### src/rtl/windowed_register_file.sv
// windowed_register_file: 2R/1W physical register file with write-first forwarding
// and a post-reset zero-fill sequencer, so the array itself carries no reset.
`default_nettype none

module windowed_register_file #(
    parameter int DATA_WIDTH = 16,
    parameter int ADDR_WIDTH = 7
) (
    input  logic                  clk,
    input  logic                  reset,
    input  logic [ADDR_WIDTH-1:0] r_addr_a,
    input  logic [ADDR_WIDTH-1:0] r_addr_b,
    input  logic [ADDR_WIDTH-1:0] w_addr,
    input  logic                  w_en,
    input  logic [DATA_WIDTH-1:0] w_data,
    output logic [DATA_WIDTH-1:0] r_data_a,
    output logic [DATA_WIDTH-1:0] r_data_b,
    output logic                  init_busy
);

    localparam int DEPTH = 2 ** ADDR_WIDTH;

    typedef enum logic [0:0] {
        INIT  = 1'b0,
        READY = 1'b1
    } state_t;

    state_t                  state_q, state_d;
    logic [ADDR_WIDTH-1:0]   cnt_q, cnt_d;
    logic [DATA_WIDTH-1:0]   r_data_a_q, r_data_a_d;
    logic [DATA_WIDTH-1:0]   r_data_b_q, r_data_b_d;

    logic [DATA_WIDTH-1:0]   mem_q [DEPTH];
    logic                    mem_we;
    logic [ADDR_WIDTH-1:0]   mem_wa;
    logic [DATA_WIDTH-1:0]   mem_wd;

    always_comb begin
        state_d    = state_q;
        cnt_d      = cnt_q;
        r_data_a_d = '0;
        r_data_b_d = '0;
        mem_we     = 1'b0;
        mem_wa     = cnt_q;
        mem_wd     = '0;
        case (state_q)
            INIT: begin
                // Counter wraps to 0 on the terminal edge but the state leaves INIT,
                // so no second fill can start.
                mem_we = 1'b1;
                cnt_d  = cnt_q + 1'b1;
                if (&cnt_q) begin
                    state_d = READY;
                end
            end
            READY: begin
                mem_we     = w_en;
                mem_wa     = w_addr;
                mem_wd     = w_data;
                r_data_a_d = (w_en && (w_addr == r_addr_a)) ? w_data : mem_q[r_addr_a];
                r_data_b_d = (w_en && (w_addr == r_addr_b)) ? w_data : mem_q[r_addr_b];
            end
            default: begin
                state_d = INIT;
                cnt_d   = '0;
            end
        endcase
    end

    always_ff @(posedge clk) begin
        if (reset) begin
            state_q    <= INIT;
            cnt_q      <= '0;
            r_data_a_q <= '0;
            r_data_b_q <= '0;
        end else begin
            state_q    <= state_d;
            cnt_q      <= cnt_d;
            r_data_a_q <= r_data_a_d;
            r_data_b_q <= r_data_b_d;
        end
    end

    // Storage has no reset; the fill sequence clears it after every reset.
    always_ff @(posedge clk) begin
        if (!reset && mem_we) begin
            mem_q[mem_wa] <= mem_wd;
        end
    end

    assign r_data_a  = r_data_a_q;
    assign r_data_b  = r_data_b_q;
    assign init_busy = (state_q == INIT);

endmodule

`default_nettype wire

### config.mk
export PLATFORM = sky130hd
export DESIGN_NAME = windowed_register_file
export DESIGN_NICKNAME = d
export VERILOG_FILES = /design/src/rtl/windowed_register_file.sv
export SDC_FILE = /design/constraint.sdc
export NUM_CORES = 2
export LEC_CHECK = 0
export BUFFER_PORTS_ARGS = -buffer_cell sky130_fd_sc_hd__clkbuf_2
export CORE_UTILIZATION = 45
export CTS_CLUSTER_DIAMETER = 60
export DETAILED_ROUTE_END_ITERATION = 8
export GPL_TIMING_DRIVEN = 0
export PLACE_DENSITY = 0.61
export SLEW_MARGIN = 20
export SYNTH_ARGS = -nofsm -noshare
export SYNTH_HDL_FRONTEND = slang
export SYNTH_SLANG_ARGS = --single-unit
### constraint.sdc
create_clock -name clk -period 3.9 [get_ports clk]
set_clock_uncertainty 0.05 [all_clocks]
set_input_delay 0.585 -clock clk [delete_from_list [all_inputs] [get_ports clk]]
set_output_delay 0.585 -clock clk [all_outputs]
set_load 0.02 [all_outputs]
==> reports/results.ini <==
[run_status]
status=finished, violations left
violations=setup timing

[power_and_ir_drop]
p_sw_frac=0.257
p_switching_uw=13100
p_clk_frac=0.422
ir_worst_vdd_v=0.000509
cellPowerDensity_nw_per_um2=444
p_comb_frac=0.101
p_leak_uw=0.0380
internal_power_uw=37900
p_seq_frac=0.477

[sta]
finalSetupViolCount=59
timing.final.crit_share=1.08
fin_setup_tns_ns=-6.30
timing.fmax_mhz=238
layout_setup_ws_ns=-0.311
tightest_slew_ns=1.26
hold_violations=0
rsz0062_at_grt=no
slew_headroom=0.157
fin_crit_ns=4.21
slew_violations=0

[synthesis]
syn_area_sq_um=96800
ys_seq_area_frac=0.643
yosysUniqueCellTypes=68
synth_fp_nets=4597
synth-edff-count=2048
syn_inst=4556
synth_area_per_cell_sq_um=21.3
yosys_warnings=0
synthArstFlopShare=0
ys.flop_type=edfxtp_1
ys_ff_latch=2088

[finish]
finish.instance_area_sq_um=115000
final_core_util=0.539
final_cell_count_no_fill=8123
fillers=16150
syn_to_final_growth_pct=18.5
final_layout_size_suffix_gt1_frac=0.445
finish.net_count=5113

[clocking]
hold_buffers=0
root_buffer=clkbuf_16
cts_tree=built
clock_path_buffers=3
clk-insertion-delay-late_ns=0.94
cts_sinks=2088
cts.clk_slew.worst_paths_ns=0.07
h-tree-depth=4
numCtsBuffers=220

[grt]
grt_pass1_vias=58675
grt.overflow.total=0
grt_max_degree=81
grt_usage=0.443
grt_pass1_wl_um=607000
antenna_found_initial=70

[routing]
via_per_inst=7.80
drt_iter0_drc=12544
wl_per_cell_um=58.9
vias=63364
ant_nets=0
drc_errors=0
finalWirelength_um=479000
dr.pass1.iters=6

[place]
dp_slack_ns=-2.27
place_inst=7630
dpl_cell_area_sq_um=106000
hpwl_um=341000
place_congestion=1.09
io_buffer_count=60

[floorplanning]
start_util=0.455
core_area_sq_um=213000
die-height_um=466
fp-row-count=169
die_area_sq_um=217000
die_x_um=466
num_io_pins=73

[worst_setup_path]
critical_path_required_ns=4.60
cp-end-kind=register
worstPathArrival_ns=4.91
cp_max_fo=10
worstSetupPathType=primary input to register
startpoint_type=primary input

[flow_run]
drv_cap=0

[min_path]
hp-class=primary input to register

==> flip-flops by register name, summed over array words and instances (netlist names) <==
signal	flops
mem_q	2048
r_data_a	16
r_data_b	16
cnt_q	7
state_q	1
==> cells in the final DEF (no fill, tap or decap), types with 10 or more instances in the layout <==
master and n:
clkinv_2 42, nor2_4 129, dfxtp_1 40, bufinv_16 18
diode_2 40, clkinv_16 13, o21ai_0 17, buf_6 27
clkbuf_16 223, edfxtp_1 2048, clkbuf_8 11, buf_4 87
clkbuf_2 135, and2_4 16, o221ai_1 21, mux4_2 1201
a221oi_1 16, buf_12 110, a22oi_1 38, a22o_1 22
nand3_1 21, clkinv_1 51, clkbuf_1 78, nor2_1 120
nor3_1 11, nor2b_1 17, o22ai_1 22, a221oi_2 10
buf_16 96, mux2_2 11, xnor2_1 14, a21oi_1 40
nand2_1 99, buf_2 136, mux2i_1 98
==> metrics by stage <==
stage,total power [uW],hold slack [ns]
after floorplan,27000,0.464
after global placement,29500,0.503
after detailed placement,29600,0.502
after CTS,50600,0.0324
after global routing,51500,0.0475
final,51000,0.0939
==> synth_stat cells (all sizes together) (14+ instances only) <==
cell type	instances	area share
nor2	251	0.0097
dfxtp	40	0.0083
a221oi	26	0.0025
clkbuf	122	0.0047
a21oi	42	0.0022
o21ai	19	0.00098
a22oi	38	0.0029
and2	21	0.0014
o22ai	23	0.0015
mux2i	108	0.011
edfxtp	2048	0.64
a22o	22	0.0020
mux4	1201	0.28
o221ai	21	0.0019
nand3	25	0.0013
buf	240	0.014
xnor2	14	0.0013
nand2	99	0.0038
nor3	14	0.00078
nor2b	18	0.0012
==> routing by layer <==
layer | wire length, um | global-route usage | part of all wire
met5 | 467 | 0 | 0.00098
met3 | 82700 | 0.226 | 0.17
met1 | 163000 | 0.563 | 0.34
met2 | 194000 | 0.590 | 0.40
met4 | 39000 | 0.293 | 0.081
==> final cells by class <==
class                           count  area [sq um]  share of cell area
Antenna cell                       40           100            0.000872
Buffer                            357          2090              0.0183
Clock buffer                      273          5870              0.0511
Clock inverter                    139          1460              0.0127
Inverter                           10          37.5            0.000327
Multi-Input combinational cell   2096         33900               0.296
Sequential cell                  2088         62300               0.543
Tap cell                         2821          3530              0.0308
Timing Repair Buffer              299          5440              0.0474
==> worst paths after layout <==
check,start,endpoint,slack [ns],cells past startpoint
hold / removal,w_data[4],r_data_b[4],0.09,3
setup / recovery,r_addr_b[4],r_data_b[4],-0.31,8
hold reg to reg,cnt_q[5],cnt_q[5],0.52,2
setup reg to reg,state_q,mem_q[33][5],-0.08,7
==> cells by family (layout without fill, tap and decap cells) <==
kind of cell	count (synthesis)	in the layout	synth area share
buf+inv	372	1078	0.0195
other cells	0	40	0
flops	2088	2088	0.643
simple gates	484	484	0.0223
compound gates	270	270	0.0207
mux	1320	1320	0.292
xor+xnor	21	21	0.00190
fa+ha+maj	1	1	0.000129
==> power by group through the flow <==
stage                     Sequential, uW  Combinational, uW  Clock [uW]
after global routing               24300               5000       22200
after global placement             24800               4670           0
final                              24300               5170       21500
after floorplan                    24800               2260           0
after CTS                          24300               4860       21400
after detailed placement           24800               4830           0
==> timing repair <==
| action | in CTS | in global routing |
|---|---|---|
| endpoints found under the setup margin | 1447 | 303 |
| gates resized for setup | 77 | 11 |
| pin swaps | 33 | 1 |
| setup buffers | 46 | 0 |
==> critical path, cell delays in order <==
cell	delay (ns)
buf_2	0.39
inv_1	0.23
buf_4	0.51
buf_4	0.54
nand2_1	0.61
o22ai_1	0.87
o311ai_1	0.43
a221oi_1	0.65
Power figures use the tool's default switching activity.
